--- config.mk ---
export PLATFORM = sky130hd
export DESIGN_NAME = alu_pipe
export DESIGN_NICKNAME = d
export VERILOG_FILES = /design/src/rtl/alu_pkg.sv /design/src/rtl/alu_fx_mul.sv /design/src/rtl/alu_pipe.sv
export SDC_FILE = /design/constraint.sdc
export NUM_CORES = 1
export LEC_CHECK = 0
export ABC_CLOCK_PERIOD_IN_PS = 8700
export BUFFER_PORTS_ARGS = -buffer_cell sky130_fd_sc_hd__buf_4
export CAP_MARGIN = 30
export CORE_MARGIN = 10
export CORE_UTILIZATION = 38
export DETAILED_ROUTE_END_ITERATION = 6
export PLACE_DENSITY = 0.63
export SYNTH_ARGS = -nofsm -noshare
export SYNTH_HDL_FRONTEND = slang
export SYNTH_HIERARCHICAL = 1
export SYNTH_SLANG_ARGS = --single-unit
--- constraint.sdc ---
create_clock -name i_clk -period 8.7 [get_ports i_clk]
set_input_delay 1.74 -clock i_clk [delete_from_list [all_inputs] [get_ports i_clk]]
set_output_delay 1.74 -clock i_clk [all_outputs]
set_load 0.02 [all_outputs]
--- src/rtl/alu_pkg.sv ---
// Shared opcodes and saturation helpers for the pipelined fixed-point ALU.
// Helpers work on a wide signed value; callers truncate to their data width.
package alu_pkg;

    localparam int OP_ADD    = 0;
    localparam int OP_SUB    = 1;
    localparam int OP_MUL    = 2;
    localparam int OP_NAND   = 3;
    localparam int OP_XNOR   = 4;
    localparam int OP_ROTR   = 5;
    localparam int OP_MIN    = 6;
    localparam int OP_MAX    = 7;
    localparam int OP_MAC    = 8;
    localparam int OP_CLRACC = 9;

    localparam int CALC_W = 64;

    function automatic logic signed [CALC_W-1:0] sat_max(input int unsigned w);
        return (64'sd1 <<< (w - 1)) - 64'sd1;
    endfunction

    function automatic logic signed [CALC_W-1:0] sat_min(input int unsigned w);
        return -(64'sd1 <<< (w - 1));
    endfunction

    function automatic logic signed [CALC_W-1:0] saturate(input logic signed [CALC_W-1:0] v,
                                                         input int unsigned w);
        if (v > sat_max(w)) return sat_max(w);
        if (v < sat_min(w)) return sat_min(w);
        return v;
    endfunction

    function automatic logic clips(input logic signed [CALC_W-1:0] v, input int unsigned w);
        return (v > sat_max(w)) || (v < sat_min(w));
    endfunction

endpackage

--- src/rtl/alu_fx_mul.sv ---
// Signed fixed-point multiplier: raw product for stage 1, then round/shift/saturate
// of the registered product in stage 2.
module alu_fx_mul
    import alu_pkg::*;
#(
    parameter int DATA_W    = 8,
    parameter int FRAC_W    = 5,
    parameter int MUL_ROUND = 1
) (
    input  logic signed [DATA_W-1:0]   a,
    input  logic signed [DATA_W-1:0]   b,
    output logic signed [2*DATA_W-1:0] prod,
    input  logic signed [2*DATA_W-1:0] prod_q,
    output logic signed [DATA_W-1:0]   res,
    output logic                       ovf
);

    localparam int HALF = (MUL_ROUND != 0) ? (1 << (FRAC_W - 1)) : 0;

    logic signed [2*DATA_W:0] rnd;
    logic signed [2*DATA_W:0] shifted;

    assign prod = a * b;

    // One guard bit so the rounding constant cannot wrap the product.
    assign rnd     = {prod_q[2*DATA_W-1], prod_q} + (2*DATA_W+1)'(HALF);
    assign shifted = rnd >>> FRAC_W;

    assign res = DATA_W'(saturate(64'(shifted), DATA_W));
    assign ovf = clips(64'(shifted), DATA_W);

endmodule

--- src/rtl/alu_pipe.sv ---
// Two-stage pipelined signed fixed-point ALU with valid/ready handshake,
// saturation reporting and a saturating multiply-accumulate.
module alu_pipe
    import alu_pkg::*;
#(
    parameter int INT_W     = 3,
    parameter int FRAC_W    = 5,
    parameter int DATA_W    = INT_W + FRAC_W,
    parameter int INST_W    = 4,
    parameter int MUL_ROUND = 1,
    parameter int SH_W      = $clog2(DATA_W)
) (
    input  logic              i_clk,
    input  logic              i_rst,
    input  logic              i_valid,
    output logic              o_ready,
    input  logic [DATA_W-1:0] i_data_a,
    input  logic [DATA_W-1:0] i_data_b,
    input  logic [INST_W-1:0] i_inst,
    output logic              o_valid,
    input  logic              i_ready,
    output logic [DATA_W-1:0] o_data,
    output logic              o_sat,
    output logic              o_err
);

    logic                       adv1, adv2;
    logic                       s1_valid;
    logic signed [DATA_W-1:0]   s1_a, s1_b;
    logic [INST_W-1:0]          s1_inst;
    logic signed [2*DATA_W-1:0] s1_prod, prod;
    logic signed [DATA_W-1:0]   mul_res;
    logic                       mul_ovf;
    logic signed [DATA_W-1:0]   acc, acc_nxt;
    logic                       acc_wr;
    logic signed [DATA_W:0]     sum, diff, acc_sum;
    logic [DATA_W-1:0]          res;
    logic                       sat, err;
    int                         rot_amt;

    assign adv2    = i_ready || !o_valid;
    assign adv1    = adv2 || !s1_valid;
    assign o_ready = adv1;

    alu_fx_mul #(
        .DATA_W    (DATA_W),
        .FRAC_W    (FRAC_W),
        .MUL_ROUND (MUL_ROUND)
    ) u_mul (
        .a      (i_data_a),
        .b      (i_data_b),
        .prod   (prod),
        .prod_q (s1_prod),
        .res    (mul_res),
        .ovf    (mul_ovf)
    );

    always_ff @(posedge i_clk or posedge i_rst) begin
        if (i_rst) begin
            s1_valid <= 1'b0;
            s1_a     <= '0;
            s1_b     <= '0;
            s1_inst  <= '0;
            s1_prod  <= '0;
        end else if (adv1) begin
            s1_valid <= i_valid;
            s1_a     <= i_data_a;
            s1_b     <= i_data_b;
            s1_inst  <= i_inst;
            s1_prod  <= prod;
        end
    end

    assign sum     = {s1_a[DATA_W-1], s1_a} + {s1_b[DATA_W-1], s1_b};
    assign diff    = {s1_a[DATA_W-1], s1_a} - {s1_b[DATA_W-1], s1_b};
    assign acc_sum = {acc[DATA_W-1], acc} + {mul_res[DATA_W-1], mul_res};
    assign rot_amt = int'(s1_b[SH_W-1:0]) % DATA_W;

    always_comb begin
        res     = '0;
        sat     = 1'b0;
        err     = 1'b0;
        acc_wr  = 1'b0;
        acc_nxt = acc;
        case (int'(s1_inst))
            OP_ADD: begin
                res = DATA_W'(saturate(64'(sum), DATA_W));
                sat = clips(64'(sum), DATA_W);
            end
            OP_SUB: begin
                res = DATA_W'(saturate(64'(diff), DATA_W));
                sat = clips(64'(diff), DATA_W);
            end
            OP_MUL: begin
                res = mul_res;
                sat = mul_ovf;
            end
            OP_NAND: res = ~(s1_a & s1_b);
            OP_XNOR: res = ~(s1_a ^ s1_b);
            OP_ROTR: res = DATA_W'({s1_a, s1_a} >> rot_amt);
            OP_MIN:  res = (s1_a < s1_b) ? s1_a : s1_b;
            OP_MAX:  res = (s1_a > s1_b) ? s1_a : s1_b;
            OP_MAC: begin
                res     = DATA_W'(saturate(64'(acc_sum), DATA_W));
                sat     = mul_ovf || clips(64'(acc_sum), DATA_W);
                acc_nxt = res;
                acc_wr  = 1'b1;
            end
            OP_CLRACC: begin
                acc_nxt = '0;
                acc_wr  = 1'b1;
            end
            default: err = 1'b1;
        endcase
    end

    // The accumulator moves only with a stage-2 load, so a stalled MAC cannot apply twice.
    always_ff @(posedge i_clk or posedge i_rst) begin
        if (i_rst) begin
            o_valid <= 1'b0;
            o_data  <= '0;
            o_sat   <= 1'b0;
            o_err   <= 1'b0;
            acc     <= '0;
        end else if (adv2) begin
            o_valid <= s1_valid;
            if (s1_valid) begin
                o_data <= res;
                o_sat  <= sat;
                o_err  <= err;
                if (acc_wr) acc <= acc_nxt;
            end
        end
    end

endmodule

==> out/metrics.yaml, run 1 <==
outcome:
  status: "finished clean"
placed_design:
  gp_congestion: 0.925
  dp_hpwl_um: 14900
  port_buffers: 35
  dpl_cell_area_um2: 7720
detailed_routing:
  ant_nets: 0
  drcViolationCount: 0
  via_count: 6024
  via_per_inst: 5.62
  wl_per_cell_um: 17.6
  drtPass1Iterations: 5
  first_iter_violations: 468
  wl_met1_um: 9080
  drt_wl_total_um: 18800
  dr_wl_met2_um: 8380
  routed.top_layer: "met4"
  met3RoutedLength_um: 1220
hold_path:
  hp-start: "o_err"
  hold_depth: 2
  whs_endpoint: "o_err"
  hp-class: "reg2reg"
clocking:
  ctsResizeCount: 0
  post_cts_buffers: 0
  clockRootBuffer: "clkbuf_16"
  clkSlewWorstSetupHoldPaths_ns: 0.07
  cts_sinks: 52
  clk_latency_ns: 0.30
  htree_levels: 2
  clockBufferDepth: 2
  hold_buffers: 0
  numCtsBuffers: 5
  cts_tree: "done"
timing:
  max_freq_mhz: 178
  max_slew_margin: 0.423
  worstMarginPinSlew_ns: 0.856
  post-route-min-period_ns: 5.62
  clock_skew_ns: 0.00616
  slew_violations: 0
  rsz0062_at_grt: "false"
  hold_ws_ns: 0.482
  tns_ns: 0
  finalCritPeriodShare: 0.646
  setup_viol: 0
  hold_violations: 0
logic_synthesis:
  syn_area_per_cell_um2: 8.88
  yosys_warnings: 6
  synth_nets: 954
  syn_inst: 818
  syn_area_um2: 7270
setup_path:
  crit_family: "adder cells"
  cp.required_ns: 8.89
  reg2reg_to: "o_data[0]"
  arrival_ns: 5.81
  end_kind: "register"
  startpoint_type: "primary input"
  r2r_slack_ns: 3.78
  path_class: "in2reg"
  path_max_fanout: 9
  path_cells: "buf_4 -> and2_1 -> fa_1 -> inv_1 -> fa_1 -> inv_1 -> fa_1 -> inv_1 -> fa_1 -> inv_1 -> ha_1 -> a21oi_1 -> a31oi_1 -> a21oi_1 -> a21oi_1 -> xnor2_1 -> mux2_2"
  crit_path_top_delay_cell: "fa_1"
  crit_buf_inv: 5
  reg2reg_depth: 14
  r2r-start: "s1_prod[4]"
  max_stage_delay_ns: 0.63
final_layout:
  syn2layout_area_growth_pct: 8.20
  antennaDiodeCount: 0
  n_fill_cell: 1887
  final_net_count: 973
  fin_area_um2: 7860
  final_layout_size_suffix_gt1_frac: 0.127
power_and_ir_drop:
  power.density_nw_per_um2: 275
  pwr-share-seq: 0.190
  switching_share: 0.490
  power_leakage_nw: 3.51
  fin_total_pwr_mw: 2.16
  comb_power_share: 0.721
  ir_worst_vdd_mv: 0.113
  p_clk_frac: 0.089
  p_int_mw: 1.10
  p_sw_mw: 1.06
floorplan:
  die_y_um: 158
  die_area_um2: 25100
  rows: 50
  core_area_um2: 18800
  fp.dieW_um: 158
  initial_core_util: 0.387
  ios: 36
global_routing:
  overflow: 0
  grt_use_total: 0.151
  grt_max_degree: 53
  grt_pass1_vias: 5664
  grt_pass1_wl_um: 30500
  antenna_found_initial: 0
flow_run:
  max_cap_viol_count: 0
-- worst reg2reg max path, stage by stage, from the launching register on --
cell and delay (ns):
dfrtp_1 0.43, ha_1 0.32, nand4_1 0.20, o21ai_2 0.10, nor3_1 0.58, o22ai_1 0.25, ha_1 0.30, fa_1 0.42
a21o_1 0.21, a221oi_2 0.29, a31oi_1 0.20, a21oi_2 0.33, nor2_1 0.17, a2111oi_0 0.77, a31oi_1 0.20
-- per-layer routing --
layer,up-vias,track usage
li1,2876,-
met3,19,0.0246
met1,2936,0.222
met4,0,0.0273
met5,-,0
met2,193,0.230
-- how the worst max path moves through the flow --
stage	end	slack, ns	cells after the start	startpoint
3_5_place_dp	s1_prod[15]	2.75	17	i_data_b[4]
4_1_cts	s1_prod[15]	3.06	17	i_data_b[4]
5_1_grt	s1_prod[15]	2.88	17	i_data_b[3]
6_report	s1_prod[15]	3.08	17	i_data_b[4]
2_1_floorplan	s1_prod[15]	3.12	15	i_data_b[3]
3_3_place_gp	s1_prod[15]	2.82	17	i_data_b[4]
-- final cells by class --
class	instances	area, um2	share of cell area
inverters	105	394	0.0501
clock inverters	2	12.5	0.00159
flip-flops and latches	52	1300	0.165
well taps	234	293	0.0372
multi-input cells	635	5450	0.693
clock buffers	5	125	0.0159
repair buffers	38	288	0.0366
-- layout by cell type (no fill, tap or decap), drive strengths merged, types with 4 or more instances in the layout --
master,instances
a21o,8
mux2i,12
or3,8
o21bai,5
fa,58
nor2,38
nor2b,14
mux2,27
o21ai,42
ha,54
buf,37
and2,51
a21oi,45
nor3,18
o31ai,4
xnor2,23
nand2,57
o22ai,8
and3,5
a22oi,4
nand2b,19
mux4,8
a31oi,10
a221oi,7
a211oi,12
nand3,20
inv,104
clkbuf,5
o211ai,11
nand4,8
dfrtp,52
xor2,14
nor4,5
-- flip-flops by register name (all words and copies together) (netlist names) --
register	count
o_err	1
o_valid	1
s1_valid	1
s1_b	8
acc	8
s1_prod	12
o_data	8
o_sat	1
s1_inst	4
s1_a	8
-- through the flow --
| step | instances | utilization | worst slack (ns) |
|---|---|---|---|
| finish | 1071 | 0.419 | 3.08 |
| floorplan | 818 | - | 3.12 |
| CTS | 1071 | 0.419 | 3.06 |
| detailed placement | 1064 | 0.412 | 2.75 |
| global placement | 1063 | 0.411 | 2.82 |
| global route | 1071 | 0.419 | 2.88 |
-- power groups by stage --
stage	registers [mW]	logic [mW]	clock network (mW)
floorplan	0.389	1.23	0
global placement	0.412	1.52	0
detailed placement	0.413	1.54	0
CTS	0.410	1.55	0.197
global route	0.422	1.74	0.208
finish	0.411	1.56	0.192
Note: power is estimated with default switching activity, not from simulation.
==> inputs of run 2 (changes only) <==
- ABC_CLOCK_PERIOD_IN_PS: 8700 -> 5250
- clock period: 8.7 -> 5.25 ns (I/O delays scaled with it)
==> run 2 against run 1 <==
  * The flow now finishes with violations (design-rule violations)
  * Non-clock buffer count up 4
  * Die area unchanged
  * Clock power up 71%
  * Setup slack worse by 2.7 ns
  * First-iteration DRC count down 3.6%
  * Count of clock-buffer cells in the layout up 1
  * Combinational power up 67%
  * Total power up 68%
  * Sequential cell count unchanged
  * Utilization up 0.19 points
==> out/metrics.yaml, run 2 (synthesis gave the netlist of run 1 again) <==
outcome:
  status: "finished, violations left"
  violations: "design-rule violations"
detailed_routing:
  via_per_inst: 5.61
  wl_per_cell_um: 17.3
  via_count: 6036
  ant_nets: 0
  drt_wl_total_um: 18700
  drcViolationCount: 1
  drtPass1Iterations: 7
  first_iter_violations: 451
setup_path:
  arrival_ns: 5.03
  startpoint_type: "primary input"
  path_class: "in2reg"
  path_max_fanout: 9
  end_kind: "register"
  cp.required_ns: 5.44
final_layout:
  final_layout_size_suffix_gt1_frac: 0.131
  largest_reg_flops: 12
  final_net_count: 977
  syn2layout_area_growth_pct: 8.68
  regMostFlops: "s1_prod"
  final_common_cell: "inv_1"
  layout_common_cells: "102 x inv_1, 58 x fa_1, 56 x nand2_1, 54 x ha_1, 52 x dfrtp_1"
  antennaDiodeCount: 0
hold_path:
  hp-class: "reg2reg"
timing:
  hold_ws_ns: 0.479
  worstMarginPinSlew_ns: 0.814
  max_slew_margin: 0.443
  post-route-min-period_ns: 4.85
  slew_violations: 0
  tns_ns: 0
  setup_viol: 0
  rsz0062_at_grt: "false"
  max_freq_mhz: 206
  finalCritPeriodShare: 0.923
  clock_skew_ns: 0.00619
  hold_violations: 0
power_and_ir_drop:
  fin_total_pwr_mw: 3.62
  ir_worst_vdd_mv: 0.204
  power.density_nw_per_um2: 458
  power_leakage_nw: 3.53
clocking:
  clockBufferDepth: 2
  ctsResizeCount: 0
  numCtsBuffers: 5
  clk_latency_ns: 0.30
  htree_levels: 2
  cts_tree: "done"
  clockRootBuffer: "clkbuf_16"
  clkSlewWorstSetupHoldPaths_ns: 0.07
  hold_buffers: 0
  cts_sinks: 52
  post_cts_buffers: 0
global_routing:
  grt_pass1_vias: 5844
  grtUsageMet2: 0.234
  grt_use_total: 0.152
  grt.busiest_layer: "met2"
  antenna_found_initial: 0
  overflow: 0
  grt_max_degree: 53
  grt_pass1_wl_um: 30700
  grt_use_met3: 0.0281
  use_met1: 0.217
floorplan:
  initial_core_util: 0.387
  die_y_um: 158
  core_area_um2: 18800
  ios: 36
  rows: 50
  fp.dieW_um: 158
  die_area_um2: 25100
placed_design:
  dp_hpwl_um: 15000
  gp_congestion: 0.960
  port_buffers: 35
flow_run:
  max_cap_viol_count: 0
## run 2: changes by cell type in the layout (fill, tap and decap cells not counted)
cell	change
clkbuf_1	+1
clkinv_4	+1
clkinv_2	-1
buf_4	+5
clkdlybuf4s18_2	-1
## run 2: metal layers
layer  part of all wire  vias up
li1                   -     2882
met1               0.47     2940
met2               0.45      197
met3              0.071       17
met4              0.014        0
met5                  0        -
## run 2: through the flow
| stage | setup WS [ns] | instances | area [um2] | utilization |
|---|---|---|---|---|
| global placement | 0.145 | 1068 | 7750 | 0.413 |
| detailed placement | 0.0799 | 1068 | 7750 | 0.413 |
| finish | 0.405 | 1076 | 7900 | 0.421 |
| global route | 0.204 | 1076 | 7900 | 0.421 |
| CTS | 0.390 | 1076 | 7900 | 0.421 |
| floorplan | 0.363 | 818 | 7270 | - |
## run 2: cell type report
class / count / area (um2)
clock buffers: 6 / 129
clock inverters: 2 / 16.3
fillers: 1899 / 10900
inverters: 105 / 394
multi-input cells: 635 / 5450
flip-flops and latches: 52 / 1300
well taps: 234 / 293
repair buffers: 42 / 315
## run 2: path summary, 6_finish.rpt
check | cells after the start | endpoint | slack [ns] | startpoint
max reg2reg | 14 | o_data[0] | 0.72 | s1_prod[4]
min in group asynchronous | 3 | o_valid | 0.93 | i_rst
max | 17 | s1_prod[15] | 0.40 | i_data_b[3]
min | 2 | o_data[7] | 0.48 | o_data[7]
max in group asynchronous | 3 | s1_b[3] | 3.88 | i_rst
min reg2reg | 2 | o_data[7] | 0.48 | o_data[7]
## run 2: worst max-delay path: stages
cell     delay, ns
buf_4         0.14
and2_1        0.20
fa_1          0.54
inv_1         0.12
fa_1          0.54
inv_1         0.05
fa_1          0.52
inv_1         0.05
fa_1          0.47
inv_1         0.04
ha_1          0.36
a21oi_1       0.15
a31oi_1       0.10
a21oi_1       0.19
a21oi_1       0.11
xnor2_1       0.13
mux2_2        0.27
## run 2: where the power goes
part	internal, mW	switching [mW]	total (mW)
sequential	0.519	0.163	0.682
combinational	1.16	1.44	2.61
clock	0.178	0.150	0.328
total	1.86	1.76	3.62
